[src/rtl/draw_pkg.sv]
// Shared definitions for the draw sequencer: request encodings, FSM states,
// default raster geometry and counter widths.
package draw_pkg;

   localparam int unsigned DEF_SCREEN_W = 160;
   localparam int unsigned DEF_SCREEN_H = 120;
   localparam int unsigned DEF_SPRITE_W = 40;
   localparam int unsigned DEF_SPRITE_H = 40;
   localparam int unsigned DEF_ROM_LAT  = 1;

   localparam int unsigned PIX_W = 15;   // pixel (address strobe) counter
   localparam int unsigned COL_W = 8;
   localparam int unsigned ROW_W = 7;

   typedef enum logic [1:0] {
      DT_SCREEN = 2'b00,
      DT_SPRITE = 2'b01,
      DT_CLEAR  = 2'b10,
      DT_RSVD   = 2'b11
   } draw_type_e;

   typedef enum logic [2:0] {
      ST_IDLE  = 3'd0,
      ST_LOAD  = 3'd1,
      ST_DRAW  = 3'd2,
      ST_FLUSH = 3'd3,
      ST_DONE  = 3'd4
   } draw_state_e;

endpackage

[src/rtl/raster_counter.sv]
// Column/row tracker for the pixel currently leaving the ROM pipeline.
// Ports: clk, reset (sync, active-high), clear_i (restart at 0,0), adv_i
// (step one pixel), width_i/height_i (raster size), last_col_o, last_row_o,
// last_pixel_o (registered flags describing the current position).
module raster_counter
   import draw_pkg::*;
(
   input  logic             clk,
   input  logic             reset,
   input  logic             clear_i,
   input  logic             adv_i,
   input  logic [COL_W-1:0] width_i,
   input  logic [ROW_W-1:0] height_i,
   output logic             last_col_o,
   output logic             last_row_o,
   output logic             last_pixel_o
);

   logic [COL_W-1:0] col_q, col_d;
   logic [ROW_W-1:0] row_q, row_d;
   logic             last_col_q, last_row_q, last_pixel_q;

   // Next position; row wraps to 0 after the final row.
   always_comb begin
      col_d = col_q;
      row_d = row_q;
      if (clear_i) begin
         col_d = '0;
         row_d = '0;
      end else if (adv_i) begin
         if (col_q == width_i - COL_W'(1)) begin
            col_d = '0;
            row_d = (row_q == height_i - ROW_W'(1)) ? '0 : row_q + ROW_W'(1);
         end else begin
            col_d = col_q + COL_W'(1);
         end
      end
   end

   // Flags are computed from the next position so they are registered.
   always_ff @(posedge clk) begin
      if (reset) begin
         col_q        <= '0;
         row_q        <= '0;
         last_col_q   <= 1'b0;
         last_row_q   <= 1'b0;
         last_pixel_q <= 1'b0;
      end else begin
         col_q        <= col_d;
         row_q        <= row_d;
         last_col_q   <= (col_d == width_i - COL_W'(1));
         last_row_q   <= (row_d == height_i - ROW_W'(1));
         last_pixel_q <= (col_d == width_i - COL_W'(1)) &&
                         (row_d == height_i - ROW_W'(1));
      end
   end

   assign last_col_o   = last_col_q;
   assign last_row_o   = last_row_q;
   assign last_pixel_o = last_pixel_q;

endmodule

[src/rtl/draw_sequencer.sv]
// Control FSM for the VGA game datapath: accepts one draw request at a time
// (screen, 40x40 sprite, black clear) and sequences init loads, ROM address
// strobes, x/y counter strobes and VGA plot.
// Ports: clk, reset (sync, active-high); request side drawReq/drawType/
// reqMemSel/reqXSel/reqYSel, drawAck/busy/drawDone; datapath side latched
// selects, init loads, counter resets/strobes, black and plot. All outputs
// are registered.
// Build option: DRAW_CLEAR_EN enables the black clear draw (type 10);
// otherwise type 10 behaves like the reserved type and black is tied low.
module draw_sequencer
   import draw_pkg::*;
#(
   parameter int unsigned SCREEN_W = DEF_SCREEN_W,
   parameter int unsigned SCREEN_H = DEF_SCREEN_H,
   parameter int unsigned SPRITE_W = DEF_SPRITE_W,
   parameter int unsigned SPRITE_H = DEF_SPRITE_H,
   parameter int unsigned ROM_LAT  = DEF_ROM_LAT
) (
   input  logic       clk,
   input  logic       reset,
   input  logic       drawReq,
   input  logic [1:0] drawType,
   input  logic [4:0] reqMemSel,
   input  logic [4:0] reqXSel,
   input  logic [1:0] reqYSel,
   output logic       drawAck,
   output logic       busy,
   output logic       drawDone,
   output logic [4:0] memorySel,
   output logic [4:0] xInitSel,
   output logic [1:0] yInitSel,
   output logic       xInitLoad,
   output logic       yInitLoad,
   output logic       xReset,
   output logic       yReset,
   output logic       xCountUp,
   output logic       yCountUp,
   output logic       xLoad,
   output logic       addressScreenCounterReset,
   output logic       addressSpriteCounterReset,
   output logic       screenCountLoad,
   output logic       spriteCountLoad,
   output logic       black,
   output logic       plot
);

   localparam logic [PIX_W-1:0] SCREEN_LAST = PIX_W'(SCREEN_W * SCREEN_H - 1);
   localparam logic [PIX_W-1:0] SPRITE_LAST = PIX_W'(SPRITE_W * SPRITE_H - 1);

   // Map the raw request type onto what this build can draw.
   function automatic draw_type_e resolve_type(input logic [1:0] raw);
`ifdef DRAW_CLEAR_EN
      resolve_type = draw_type_e'(raw);
`else
      resolve_type = (draw_type_e'(raw) == DT_CLEAR) ? DT_RSVD : draw_type_e'(raw);
`endif
   endfunction

   draw_state_e      state_q, state_d;
   logic [PIX_W-1:0] cnt_q, cnt_d;
   draw_type_e       type_q, req_type;
   logic             take;
   logic             is_sprite;
   logic [PIX_W-1:0] last_idx;

   logic [ROM_LAT-1:0] pipe_q;     // address strobes travelling with ROM data
   logic               plot_d;     // pixel leaving the pipeline next cycle
   logic               last_plot_q, last_plot_d;
   logic               last_col, last_row, last_pixel;

   logic [4:0] mem_q, xsel_q;
   logic [1:0] ysel_q;
   logic ack_q, busy_q, done_q, ld_q, xup_q, yup_q, xload_q;
   logic scr_rst_q, spr_rst_q, scr_stb_q, spr_stb_q, black_q, plot_q;
   logic ack_d, busy_d, done_d, ld_d, xup_d, yup_d, xload_d;
   logic scr_rst_d, spr_rst_d, scr_stb_d, spr_stb_d, black_d, strobe_d;

   assign is_sprite = (type_q == DT_SPRITE);
   assign last_idx  = is_sprite ? SPRITE_LAST : SCREEN_LAST;
   assign plot_d    = pipe_q[ROM_LAT-1];

   // Next-state and next-output logic.
   always_comb begin
      state_d   = state_q;
      cnt_d     = cnt_q;
      req_type  = resolve_type(drawType);
      take      = 1'b0;
      unique case (state_q)
         ST_IDLE: begin
            if (drawReq) begin
               take    = 1'b1;
               state_d = ST_LOAD;
            end
         end
         ST_LOAD: begin
            cnt_d   = '0;
            state_d = (type_q == DT_RSVD) ? ST_DONE : ST_DRAW;
         end
         ST_DRAW: begin
            cnt_d = cnt_q + PIX_W'(1);
            if (cnt_q == last_idx) state_d = ST_FLUSH;
         end
         ST_FLUSH: begin
            if (last_plot_q) state_d = ST_DONE;
         end
         ST_DONE:  state_d = ST_IDLE;
         default:  state_d = ST_IDLE;
      endcase

      // LOAD is only entered from IDLE, so the raw request type is current.
      ack_d     = (state_d == ST_LOAD);
      ld_d      = ack_d;
      scr_rst_d = ack_d && (req_type == DT_SCREEN || req_type == DT_CLEAR);
      spr_rst_d = ack_d && (req_type == DT_SPRITE);
      busy_d    = (state_d != ST_IDLE);
      done_d    = (state_d == ST_DONE);
      strobe_d  = (state_d == ST_DRAW);
      scr_stb_d = strobe_d && !is_sprite;
      spr_stb_d = strobe_d && is_sprite;
      // End of row reloads x; the final row's end has no row to step to.
      xup_d       = plot_d && !last_col;
      xload_d     = plot_d && last_col;
      yup_d       = plot_d && last_col && !last_row;
      last_plot_d = plot_d && last_pixel;
`ifdef DRAW_CLEAR_EN
      black_d   = (state_d == ST_DRAW || state_d == ST_FLUSH) && (type_q == DT_CLEAR);
`else
      black_d   = 1'b0;
`endif
   end

   // State, request capture and registered outputs.
   always_ff @(posedge clk) begin
      if (reset) begin
         state_q     <= ST_IDLE;
         cnt_q       <= '0;
         type_q      <= DT_SCREEN;
         mem_q       <= '0;
         xsel_q      <= '0;
         ysel_q      <= '0;
         pipe_q      <= '0;
         last_plot_q <= 1'b0;
         ack_q       <= 1'b0;
         busy_q      <= 1'b0;
         done_q      <= 1'b0;
         ld_q        <= 1'b0;
         xup_q       <= 1'b0;
         yup_q       <= 1'b0;
         xload_q     <= 1'b0;
         scr_rst_q   <= 1'b0;
         spr_rst_q   <= 1'b0;
         scr_stb_q   <= 1'b0;
         spr_stb_q   <= 1'b0;
         black_q     <= 1'b0;
         plot_q      <= 1'b0;
      end else begin
         state_q <= state_d;
         cnt_q   <= cnt_d;
         if (take) begin
            type_q <= req_type;
            mem_q  <= reqMemSel;
            xsel_q <= reqXSel;
            ysel_q <= reqYSel;
         end
         pipe_q[0] <= strobe_d;
         for (int unsigned k = 1; k < ROM_LAT; k++) pipe_q[k] <= pipe_q[k-1];
         last_plot_q <= last_plot_d;
         ack_q       <= ack_d;
         busy_q      <= busy_d;
         done_q      <= done_d;
         ld_q        <= ld_d;
         xup_q       <= xup_d;
         yup_q       <= yup_d;
         xload_q     <= xload_d;
         scr_rst_q   <= scr_rst_d;
         spr_rst_q   <= spr_rst_d;
         scr_stb_q   <= scr_stb_d;
         spr_stb_q   <= spr_stb_d;
         black_q     <= black_d;
         plot_q      <= plot_d;
      end
   end

   // Raster position of the pixel emerging from the ROM pipeline.
   raster_counter u_raster (
      .clk          (clk),
      .reset        (reset),
      .clear_i      (state_q == ST_LOAD),
      .adv_i        (plot_d),
      .width_i      (is_sprite ? COL_W'(SPRITE_W) : COL_W'(SCREEN_W)),
      .height_i     (is_sprite ? ROW_W'(SPRITE_H) : ROW_W'(SCREEN_H)),
      .last_col_o   (last_col),
      .last_row_o   (last_row),
      .last_pixel_o (last_pixel)
   );

   assign drawAck                   = ack_q;
   assign busy                      = busy_q;
   assign drawDone                  = done_q;
   assign memorySel                 = mem_q;
   assign xInitSel                  = xsel_q;
   assign yInitSel                  = ysel_q;
   assign xInitLoad                 = ld_q;
   assign yInitLoad                 = ld_q;
   assign xReset                    = ld_q;
   assign yReset                    = ld_q;
   assign xCountUp                  = xup_q;
   assign yCountUp                  = yup_q;
   assign xLoad                     = xload_q;
   assign addressScreenCounterReset = scr_rst_q;
   assign addressSpriteCounterReset = spr_rst_q;
   assign screenCountLoad           = scr_stb_q;
   assign spriteCountLoad           = spr_stb_q;
   assign black                     = black_q;
   assign plot                      = plot_q;

endmodule

[config.mk]
export PLATFORM = sky130hd
export DESIGN_NAME = draw_sequencer
export DESIGN_NICKNAME = d
export VERILOG_FILES = /design/src/rtl/draw_pkg.sv /design/src/rtl/raster_counter.sv /design/src/rtl/draw_sequencer.sv
export SDC_FILE = /design/constraint.sdc
export NUM_CORES = 1
export LEC_CHECK = 0
export ABC_AREA = 1
export ABC_CLOCK_PERIOD_IN_PS = 7100
export CAP_MARGIN = 20
export CORE_UTILIZATION = 45
export CTS_CLUSTER_DIAMETER = 40
export DETAILED_ROUTE_END_ITERATION = 7
export PLACE_DENSITY = 0.75
export SLEW_MARGIN = 20
export SYNTH_ARGS = -nofsm -noshare
export SYNTH_HDL_FRONTEND = slang
export SYNTH_HIERARCHICAL = 1
export SYNTH_SLANG_ARGS = --single-unit
[constraint.sdc]
create_clock -name clk -period 7.1 [get_ports clk]
set_input_delay 1.42 -clock clk [delete_from_list [all_inputs] [get_ports clk]]
set_output_delay 1.42 -clock clk [all_outputs]
set_load 0.02 [all_outputs]
# Word-level counts from Yosys, hierarchy flattened
# Index checks and enable logic that the tools add are counted.
# totals
memories	0
ram_bits	0
out_inout_bits	28
ff_bits	63
mem_bits_ro	0
inputBits	17
latch_bits	0
word_cells	81
# op_classes
bitwise	0
order_cmp	0
n_eq_ne	16
n_shift	0
n_mul	0
n_mux	19
n_div	0
reduce_logical	17
add_sub_neg	5
# op_table
cell	count
two-way mux 7 bit	5
two-way mux 8 bit	4
one-hot mux 15 bit (2 select lines)	1
equality test 8 bit	2
adder 15 x 1 -> 15 bit (second input constant)	1
equality test 15 bit	1
two-way mux 15 bit	1
equality test 7 bit	2
two-way mux 3 bit	4
one-hot mux 3 bit (4 select lines)	1
equality test 3 x 2 -> 1 bit (second input constant)	3
logical AND 1 bit	9
adder 8 x 1 -> 8 bit (second input constant)	1
subtractor 8 x 1 -> 8 bit (second input constant)	1
adder 7 x 1 -> 7 bit (second input constant)	1
subtractor 7 x 1 -> 7 bit (second input constant)	1
equality test 2 bit (second input constant)	3
equality test 3 x 1 -> 1 bit (second input constant)	2
equality test 2 x 1 -> 1 bit (second input constant)	2
equality test 3 bit (second input constant)	1
logical NOT 1 bit	3
logical NOT 3 bit	1
nonzero test 3 bit	1
logical NOT 2 bit	1
other kinds (4)	5

# Logic depth before layout (Yosys ltp)
# Gate-level depths: netlist (run 1).
# depth
depth_word	10
mapped_depth	23
depth_no_buf	23

# Modules after synthesis
# Netlist (run 1), hierarchy kept.
# modules_own_cells
mod	seq_area_each_um2	area_per_inst_um2	cells_per_inst	instances
draw_sequencer	900.9	1970.6	272	1
raster_counter	360.3	1834.3	326	1

# Worst setup path after synthesis (run 1)
# OpenSTA, ideal clock, no wires.
# synth_timing
path_kind	register -> register
from	register type_q[1]
to	register u_raster.last_row_q, in the netlist u_raster/last_row_o
required_time_ps	7035
setup_time_ps	65
arrival_ps	2196
path_buffers	0
synth_period_minus_slack_ps	2261
path_stages_with_launch	23
path_slack_ps	4839
path_cell_list	dfxtp_1 -> inv_1 -> nand2_1 -> inv_1 -> nor2_1 -> nand3_1 -> nand2_1 -> nand2_1 -> nand2_1 -> nand2_1 -> nor2_4 -> inv_1 -> nor2_1 -> nand2_1 -> nand2_1 -> nand2_1 -> nand3_1 -> nand2_1 -> inv_1 -> nand2_1 -> nor2_1 -> nand2_1 -> nor2_1
# synth_via
elab_chain_len	9
elab_cells_between_ends	12
classes_between	2 x add/sub; 4 x eq/ne; 6 x mux
# synth_lines
item	line_no	source
from (decl)	draw_sequencer.sv:61	draw_type_e type_q, req_type;
from (signal assigned)	draw_sequencer.sv:160	type_q <= req_type;
equality test 2 x 1 -> 1 bit (*)	draw_sequencer.sv:78	assign is_sprite = (type_q == DT_SPRITE);
named net is_sprite	draw_sequencer.sv:63	logic is_sprite;
two-way mux 7 bit	draw_sequencer.sv:191	.height_i (is_sprite ? ROW_W'(SPRITE_H) : ROW_W'(SCREEN_H)),
subtractor 7 x 1 -> 7 bit	raster_counter.sv:33, raster_counter.sv:52	
equality test 7 bit	raster_counter.sv:33	row_d = (row_q == height_i - ROW_W'(1)) ? '0 : row_q + ROW_W'(1);
two-way mux 7 bit	raster_counter.sv:33	
two-way mux 7 bit	raster_counter.sv:31	if (col_q == width_i - COL_W'(1)) begin
two-way mux 7 bit	raster_counter.sv:30	end else if (adv_i) begin
two-way mux 7 bit	raster_counter.sv:27	if (clear_i) begin
equality test 7 bit (*)	raster_counter.sv:52	last_row_q <= (row_d == height_i - ROW_W'(1));
to (signal assigned)	raster_counter.sv:52	
to (decl)	raster_counter.sv:21	logic last_col_q, last_row_q, last_pixel_q;
# Mark *: on every way through the listed nets, which the timed path passes. The rest lies on a longest branch.
# A chain may end at the register's enable or synchronous reset.

# Worst setup path after layout (run 1)
# layout_timing
from	register type_q[1]
to	register u_raster.last_pixel_q, in the netlist u_raster/last_pixel_o
# layout_via
elab_chain_len	10
elab_cells_between_ends	17
classes_between	2 x add/sub; 5 x eq/ne; 9 x mux; 1 x reduce/logical
# layout_lines
item	line_no	source
equality test 2 x 1 -> 1 bit (*)	draw_sequencer.sv:78	
named net is_sprite	draw_sequencer.sv:63	
two-way mux 7 bit	draw_sequencer.sv:191	
subtractor 7 x 1 -> 7 bit	raster_counter.sv:33, raster_counter.sv:54	
equality test 7 bit	raster_counter.sv:33	
two-way mux 7 bit	raster_counter.sv:33	
two-way mux 7 bit	raster_counter.sv:31	
two-way mux 7 bit	raster_counter.sv:30	
two-way mux 7 bit	raster_counter.sv:27	
equality test 7 bit	raster_counter.sv:54	(row_d == height_i - ROW_W'(1));
logical AND 1 bit (*)	raster_counter.sv:53	last_pixel_q <= (col_d == width_i - COL_W'(1)) &&
to (signal assigned)	raster_counter.sv:53	
to (decl)	raster_counter.sv:21	
# Marked as above.

==> results of run 1 <==
area by class of cell:
cell class	instances	area, sq um
clock buffer	11	141
clock inverter	5	57.6
fill	797	3610
inverter	77	289
multi-input combinational	478	2290
sequential	63	1260
tap	105	131
timing repair buffer	44	438
worst max-delay path: stages, from the launching register on:
cell and delay, ns:
dfxtp_1 0.31, inv_1 0.07, nand2_1 0.39, inv_1 0.26, nor2_2 0.23, nand2_2 0.09
nand2_1 0.07, nand3_1 0.06, nand2_1 0.12, nand4_1 0.14, nor2_4 0.18, nand3_4 0.18
o21ai_1 0.23, nand3_1 0.13, nand2_1 0.09, nand3_1 0.07, nor2_1 0.16, nand2_1 0.09
nor2_1 0.12
power by group through the flow:
stage	Combinational, mW	Clock (mW)	Sequential [mW]
final	0.162	0.314	0.377
after global routing	0.181	0.337	0.379
after CTS	0.158	0.321	0.377
after detailed placement	0.157	0	0.385
after global placement	0.154	0	0.384
after floorplan	0.103	0	0.394
per-layer routing:
layer / part of all wire / track usage / wire length [um] / vias to the layer above
met5: 0 / 0 / 0 / -
met2: 0.46 / 0.359 / 4100 / 114
li1: - / - / - / 2026
met3: 0.064 / 0.0332 / 571 / 17
met1: 0.46 / 0.271 / 4150 / 1703
met4: 0.018 / 0.101 / 161 / 0
per-stage QoR:
stage / power, mW / utilization / hold WS, ns
final: 0.852 / 0.561 / 0.389
after global routing: 0.897 / 0.561 / 0.411
after CTS: 0.855 / 0.561 / 0.392
after detailed placement: 0.542 / 0.536 / 0.382
after global placement: 0.538 / 0.536 / 0.387
after floorplan: 0.497 / - / 0.373
layout by cell type (no fill, tap or decap), types with 5 or more instances in the layout:
cell,netlist,routed
nor2_2,5,5
conb_1,2,39
inv_1,69,69
o21ai_0,26,26
nand2_1,156,156
clkbuf_8,0,10
nor2_1,91,91
nand3_1,58,58
dfxtp_1,63,63
xor2_1,8,8
nand2_2,6,6
nor3_1,15,15
nand4_1,18,18
inv_2,8,8
clkdlybuf4s50_1,0,43
ha_1,5,5
a21oi_1,17,17
logic make-up (layout without fill, tap and decap cells):
group / after synthesis / after routing / synth area share
xor gates and xnor gates: 12 / 12 / 0.0312
adders and majority gates: 5 / 5 / 0.0164
AOI/OAI and AO/OA: 58 / 58 / 0.0885
buffers and inverters: 94 / 137 / 0.104
and+or+nand+nor: 364 / 364 / 0.427
DFF: 63 / 63 / 0.331
other: 2 / 39 / 0.00197
flip-flops by register name, indices dropped and copies added (netlist names), 2 cells and up:
name            count
cnt_q              15
memorySel           5
state_q             3
type_q              2
u_raster/col_q      8
u_raster/row_q      7
xInitSel            5
yInitSel            2
worst max-delay path by stage:
stage	depth (start not counted)	endpoint	slack, ns	startpoint
after floorplan	22	u_raster/last_row_o	4.84	type_q[1]
after global placement	5	type_q[1]	4.10	reset
after detailed placement	5	memorySel[3]	4.06	reset
after CTS	20	u_raster/last_pixel_o	4.07	type_q[1]
after global routing	22	u_raster/last_pixel_o	3.66	type_q[1]
final	18	u_raster/last_pixel_o	4.04	type_q[1]
==> impl_metrics.ini, run 1 <==
[worst_setup_path]
crit_arrival_ns = 3.33
r2r.worst_path.cells = 18
start_kind = flop
r2r_start = type_q[1]
critical_path.reg2reg.endpoint = u_raster/last_pixel_o
critical_path.max_fanout = 13
worst-setup-path-type = flop to flop
worst-endpoint-required_ns = 7.37
end_kind = flop
timing.reg2reg.setup_slack_ns = 4.04

[yosys]
yosysTopAreaCell = dfxtp_1
cell_variety_after_synth = 41
synth_top_cell_area_share = 0.331
yosys.cell_count.top_type = nand2_1
async_flop_share = 0
synth-seq-cells = 63
synthCells = 598
ys_dominant_reg_cell = dfxtp_1
synth_top_cells_by_count = nand2_1 (156), nor2_1 (91), inv_1 (69)
netlist_area_sq_um = 3800
post_synth.cell_area_avg_sq_um = 6.36
netlist_top_cells_area = dfxtp_1 (33%), nand2_1 (15%), nor2_1 (9.0%)
synth.yosys.seq_area_share = 0.331
yosysWarnings = 6
number_of_synthesized_flops_with_an_enable_pin = 0

[place]
numPlacedInstances = 767
gp_congestion = 0.875
port-buffer-count = 43
placement.cell_area_sq_um = 4410
detailed_place_hpwl_mm = 6.57
pre_cts_ws_ns = 4.06

[cells_and_area]
stdcell_count = 783
fraction_of_layout_instances_using_a_drive_strength_above_1 = 0.0752
final_cell_area_sq_um = 4610
insertedDiodeCount = 0
flow.area_growth_from_synthesis_pct = 21.1
num-nets-final = 695

[cts]
clkSinkCount = 63
numCtsBuffers = 9
cts_resized = 0
clk_pin_slew_worst_paths_ns = 0.07
cts_max_path_buffers = 2
cts_tree = done
cts_hold_repair.buffers = 0
clkLatencyLatePin_ns = 0.34
cts.root.buffer_cell = clkbuf_8
ctsHtreeMaxLevel = 3
cts.repair_timing.setup_buffer_count = 0

[global_route]
grt_util_all_layers = 0.215
grt_start_max_net_pins = 39
vias_in_the_first_global_route = 3462
global_route.overflow_total = 0
grt_first_pass_wirelength_mm = 15.0
antenna_found_initial = 0

[floorplan]
fp.dieW_um = 94.0
floorplan.io_pins = 45
num_rows = 33
fp.dieArea_sq_um = 8830
fp.dieH_um = 94.0
start_util = 0.463
design.core.area_sq_um = 8220

[flow_run]
max_cap_violations = 0

[hold_path]
hold_path_class = flop to flop
timing.hold.worst_path_depth = 1
hold_path_end = yCountUp
worst_hold_startpoint = u_raster/last_row_o

[sta]
clock_skew_ns = 0.0102
tightestPinTransition_ns = 0.525
setup_repair_after_global_routing_missed_its_margin = no
drv_slew = 0
finalCriticalPeriod_ns = 3.06
setup_viol = 0
timing.max_slew.rel_slack = 0.650
finalHoldViolations = 0
final_critical_path_setup_slack_ns = 4.04
min_period_over_period = 0.431
finalSetupTns_ns = 0
timing_limited_maximum_frequency_mhz = 327

[power]
ir_worst_vdd_uv = 79.9
power_density_nw_per_um2 = 185
share_comb_of_total_power = 0.190
power.switching_fraction = 0.297
pwr-share-seq = 0.442
cellLeakagePower_nw = 1.97
p_int_mw = 0.599
p_clk_frac = 0.368
power_dissipated_by_switching_net_loads_mw = 0.253

[routing]
num_vias = 3860
first_iter_violations = 213
post-route-drc-count = 0
vias_per_cell = 4.93
final_antenna_net_count = 0
postRouteWirelength_mm = 8.97
post_dr_wirelength_cell_um = 11.5
first_pass_iters = 5

[run_status]
run_status = finished, final reports clean
(Power assumes the default switching activity.)
==> run 2, diff against run 1 <==
--- a/config.mk
+++ b/config.mk
@@ -6,12 +6,12 @@
 export NUM_CORES = 1
 export LEC_CHECK = 0
 export ABC_AREA = 1
-export ABC_CLOCK_PERIOD_IN_PS = 7100
+export ABC_CLOCK_PERIOD_IN_PS = 2550
 export CAP_MARGIN = 20
 export CORE_UTILIZATION = 45
 export CTS_CLUSTER_DIAMETER = 40
 export DETAILED_ROUTE_END_ITERATION = 7
-export PLACE_DENSITY = 0.75
+export PLACE_DENSITY = 0.78
 export SLEW_MARGIN = 20
 export SYNTH_ARGS = -nofsm -noshare
 export SYNTH_HDL_FRONTEND = slang
==> constraint.sdc (replaced) <==
create_clock -name clk -period 2.55 [get_ports clk]
set_input_delay 0.51 -clock clk [delete_from_list [all_inputs] [get_ports clk]]
set_output_delay 0.51 -clock clk [all_outputs]
set_load 0.02 [all_outputs]
==> impl_metrics.ini, run 2 (synthesis gave the netlist of run 1 again) <==
[power]
pwr-share-seq = 0.414
power_density_nw_per_um2 = 533
power.switching_fraction = 0.300
ir_worst_vdd_uv = 239
power_dissipated_by_switching_net_loads_mw = 0.757
cellLeakagePower_nw = 2.04
p_clk_frac = 0.397
design_power_mw = 2.52
share_comb_of_total_power = 0.188
p_int_mw = 1.76

[run_status]
run_status = finished, final reports clean

[cells_and_area]
fraction_of_layout_instances_using_a_drive_strength_above_1 = 0.0974
final_cell_area_sq_um = 4730
insertedDiodeCount = 0
most_common_cell_after_layout_fill_and_taps_aside = nand2_1
layout.filler_cells = 754
biggestRegsByFlops = cnt_q (15), u_raster/col_q (8), u_raster/row_q (7)
num-nets-final = 705
layout.cells.most_common_list = nand2_1 (156), nor2_1 (88), inv_1 (68), dfxtp_1 (63), nand3_1 (58)
flow.area_growth_from_synthesis_pct = 24.2
top_register = cnt_q
largest_register_ff_count = 15

[floorplan]
start_util = 0.463
fp.dieArea_sq_um = 8830
num_rows = 33
fp.dieW_um = 94.0
floorplan.io_pins = 45
fp.dieH_um = 94.0
design.core.area_sq_um = 8220

[cts]
clkLatencyLatePin_ns = 0.35
cts_tree = done
cts_hold_repair.buffers = 0
ctsHtreeMaxLevel = 3
clk_pin_slew_worst_paths_ns = 0.08
cts.root.buffer_cell = clkbuf_8
numCtsBuffers = 9
cts_max_path_buffers = 2
clkSinkCount = 63

[global_route]
vias_in_the_first_global_route = 3633
global_route.overflow_total = 0
grt_util_all_layers = 0.223
grt_first_pass_wirelength_mm = 15.6
grt_start_max_net_pins = 38
antenna_found_initial = 0

[routing]
num_vias = 4003
post-route-drc-count = 0
final_antenna_net_count = 0
first_iter_violations = 202
vias_per_cell = 5.05
first_pass_iters = 5
post_dr_wirelength_cell_um = 12.0
postRouteWirelength_mm = 9.53

[sta]
timing_limited_maximum_frequency_mhz = 430
finalHoldViolations = 0
setup_viol = 0
tightestPinTransition_ns = 0.601
timing.max_slew.rel_slack = 0.599
finalCriticalPeriod_ns = 2.33
clock_skew_ns = 0.0120
min_period_over_period = 0.913
drv_slew = 0

[worst_setup_path]
r2r_start = type_q[1]
critical_path.reg2reg.endpoint = u_raster/last_pixel_o
start_kind = flop
crit_arrival_ns = 2.62
end_kind = flop
timing.reg2reg.setup_slack_ns = 0.22
worst-endpoint-required_ns = 2.84
r2r.worst_path.cells = 19
worst-setup-path-type = flop to flop
critical_path.max_fanout = 8

[flow_run]
max_cap_violations = 0

[place]
detailed_place_hpwl_mm = 6.72
port-buffer-count = 43
gp_congestion = 0.885
placement.cell_area_sq_um = 4430

[hold_path]
timing.hold.worst_path_depth = 1
worst_hold_startpoint = u_raster/last_row_o
hold_path_end = yCountUp
hold_path_class = flop to flop
## run 2: cell types whose count changed in the layout (fill, tap and decap cells not counted), moves of 2 or more
cell and delta:
inv_6 +3, nor2_2 +2, buf_4 +10, clkinvlp_4 -2, nor2_1 -3
## run 2: worst max path at each step
stage / slack (ns) / from / to
global placement: 0.33 / type_q[1] / u_raster/last_row_o
CTS: 0.19 / type_q[1] / u_raster/last_pixel_o
global route: -0.0004 / type_q[1] / u_raster/last_pixel_o
detailed placement: 0.20 / type_q[1] / u_raster/last_pixel_o
floorplan: 0.29 / type_q[1] / u_raster/last_row_o
finish: 0.22 / type_q[1] / u_raster/last_pixel_o
## run 2: what timing repair did
action | 4_1_cts | 5_1_grt
endpoints found under the setup margin | 0 | 3
resized for setup | 0 | 6
setup buffers | 0 | 7
## run 2: worst max-delay path, cell delays in order, from the launching register on
cell and delay, ns:
dfxtp_1 0.30, inv_1 0.11, nand2_1 0.10, inv_2 0.12, inv_1 0.05, nand3_1 0.09
nand2_1 0.11, nand2_1 0.10, nand4_1 0.17, nor2_4 0.21, nand3_4 0.16, nand2_4 0.13
inv_2 0.07, nand3b_2 0.08, nand2_1 0.05, nor2_1 0.11, nand2_1 0.06, nor2_1 0.09
nand2_1 0.08, nor2_1 0.09
## run 2: final cells by class
type / instances / area [sq um] / area share
repair buffers: 54 / 513 / 0.109
inverters: 77 / 289 / 0.0612
flip-flops and latches: 63 / 1260 / 0.267
well taps: 105 / 131 / 0.0278
clock inverters: 7 / 103 / 0.0217
clock buffers: 9 / 124 / 0.0262
multi-input cells: 478 / 2300 / 0.488
## run 2: per-layer routing
layer | GRT usage | share of wire | vias up
li1 | - | - | 2050
met1 | 0.272 | 0.46 | 1812
met2 | 0.375 | 0.47 | 125
met3 | 0.0453 | 0.058 | 16
met4 | 0.105 | 0.018 | 0
met5 | 0 | 0 | -
## run 2: stage by stage
step,hold slack (ns),worst slack (ns),std cells,utilization,TNS [ns]
4_1_cts,0.398,0.186,786,0.567,0
3_3_place_gp,0.392,0.327,770,0.539,0
2_1_floorplan,0.373,0.289,635,-,0
6_report,0.390,0.222,793,0.575,0
3_5_place_dp,0.387,0.202,770,0.539,0
5_1_grt,0.417,-0.000447,793,0.575,-0.000447
## run 2: power by group through the flow
stage          logic [mW]  registers [mW]  clock network [mW]
6_report            0.475            1.04                1.00
5_1_grt             0.528            1.05                1.05
4_1_cts             0.453            1.04                1.02
3_5_place_dp        0.450            1.07                   0
3_3_place_gp        0.441            1.07                   0
2_1_floorplan       0.287            1.10                   0
==> run 3, diff against run 2 <==
--- a/config.mk
+++ b/config.mk
@@ -9,9 +9,10 @@
 export ABC_CLOCK_PERIOD_IN_PS = 2550
 export CAP_MARGIN = 20
 export CORE_UTILIZATION = 45
-export CTS_CLUSTER_DIAMETER = 40
+export CTS_CLUSTER_DIAMETER = 50
 export DETAILED_ROUTE_END_ITERATION = 7
-export PLACE_DENSITY = 0.78
+export PLACE_DENSITY = 0.69
+export REMOVE_ABC_BUFFERS = 1
 export SLEW_MARGIN = 20
 export SYNTH_ARGS = -nofsm -noshare
 export SYNTH_HDL_FRONTEND = slang
==> impl_metrics.ini, run 3 (synthesis gave the netlist of run 1 again) <==
[sta]
finalCriticalPeriod_ns = 2.29
finalSetupTns_ns = 0
tightestPinTransition_ns = 0.615
timing.max_slew.rel_slack = 0.590
drv_slew = 0
timing_limited_maximum_frequency_mhz = 437
fin_worst_hold_slack_ns = 0.399
min_period_over_period = 0.898
setup_repair_after_global_routing_missed_its_margin = no
final_critical_path_setup_slack_ns = 0.261
finalHoldViolations = 0
clock_skew_ns = 0.0140
setup_viol = 0

[cells_and_area]
layout.cells.most_common_list = nand2_1 (155), nor2_1 (87), inv_1 (68), dfxtp_1 (63), nand3_1 (58)
final_cell_area_sq_um = 4700
top_register = cnt_q
insertedDiodeCount = 0
fraction_of_layout_instances_using_a_drive_strength_above_1 = 0.0964
largest_register_ff_count = 15
flow.area_growth_from_synthesis_pct = 23.6
biggestRegsByFlops = cnt_q (15), u_raster/col_q (8), u_raster/row_q (7)
num-nets-final = 702
most_common_cell_after_layout_fill_and_taps_aside = nand2_1
layout.filler_cells = 795

[run_status]
run_status = finished, final reports clean

[cts]
cts_tree = done
numCtsBuffers = 9
clkSinkCount = 63
cts.root.buffer_cell = clkbuf_8
cts_max_path_buffers = 2
clkLatencyLatePin_ns = 0.35
cts_hold_repair.buffers = 0
ctsHtreeMaxLevel = 3
clk_pin_slew_worst_paths_ns = 0.08

[place]
gp_congestion = 0.904
placement.cell_area_sq_um = 4440
port-buffer-count = 43
pre_cts_ws_ns = 0.0443
detailed_place_hpwl_mm = 6.88

[power]
power_density_nw_per_um2 = 516
design_power_mw = 2.43
cellLeakagePower_nw = 2.01
ir_worst_vdd_uv = 285

[routing]
num_vias = 3888
vias_per_cell = 4.92
final_antenna_net_count = 0
first_pass_iters = 5
first_iter_violations = 140
post-route-drc-count = 0
post_dr_wirelength_cell_um = 11.7
postRouteWirelength_mm = 9.24

[global_route]
global_route.overflow_total = 0
vias_in_the_first_global_route = 3497
grt_first_pass_wirelength_mm = 15.4
antenna_found_initial = 0
grt_util_all_layers = 0.223
grt_start_max_net_pins = 22

[floorplan]
fp.dieH_um = 94.0
start_util = 0.463
fp.dieArea_sq_um = 8830
floorplan.io_pins = 45
fp.dieW_um = 94.0
num_rows = 33
design.core.area_sq_um = 8220

[flow_run]
max_cap_violations = 0

[worst_setup_path]
worst-setup-path-type = flop to flop
critical_path.max_fanout = 8
end_kind = flop
start_kind = flop
crit_arrival_ns = 2.57
r2r_start = type_q[1]
worst-endpoint-required_ns = 2.83
crit_start = type_q[1]

[hold_path]
worst_hold_startpoint = u_raster/last_row_o
hold_path_class = flop to flop
-- run 3: path summary, 6_finish.rpt --
| path | end | slack [ns] | depth (start not counted) |
|---|---|---|---|
| worst max-delay path | u_raster/last_row_o | 0.26 | 19 |
| worst min register to register | yCountUp | 0.40 | 1 |
| worst min-delay path | yCountUp | 0.40 | 1 |
| worst max register to register | u_raster/last_row_o | 0.26 | 19 |
-- run 3: report_power, final --
| part | internal [mW] | leakage [nW] | switching (mW) |
|---|---|---|---|
| logic | 0.180 | 1.40 | 0.291 |
| registers | 1.02 | 0.512 | 0.0225 |
| clock network | 0.463 | 0.0968 | 0.450 |
-- run 3: repair_timing --
item                       4_1_cts  5_1_grt
gates resized for setup          0       12
setup endpoints to repair        0        3
buffers inserted                 0        3
-- run 3: routing by layer --
metal / up-vias / share of wire / GRT usage
met1: 1723 / 0.46 / 0.286
met5: - / 0 / 0
li1: 2036 / - / -
met2: 118 / 0.47 / 0.363
met4: 0 / 0.010 / 0.0808
met3: 11 / 0.059 / 0.0502
-- run 3: final cells by class --
class                      count  area, sq um  share of cell area
clock inverter                 7         80.1              0.0170
tap                          105          131              0.0279
sequential                    63         1260               0.268
clock buffer                   9          124              0.0263
inverter                      77          292              0.0620
multi-input combinational    478         2320               0.493
timing repair buffer          51          494               0.105
-- run 3: worst max-delay path, cell delays in order (launching register included) --
cell and delay [ns]:
dfxtp_1 0.31, inv_1 0.08, nand2_2 0.10, inv_4 0.07, nor2_4 0.12, nand3_1 0.09, nand2_1 0.08, nand2_1 0.08
nand2_1 0.06, nand2_1 0.07, nor2_4 0.15, buf_6 0.14, nand3_4 0.14, nand2_1 0.12, nand3_1 0.09, nand2_1 0.07
nand3_1 0.09, nor2_2 0.14, nand2_1 0.11, nor2_1 0.10
-- run 3: per-stage QoR --
step	util	instances
after floorplan	-	618
after global placement	0.540	771
after detailed placement	0.540	771
after CTS	0.565	787
after global routing	0.572	790
final	0.572	790
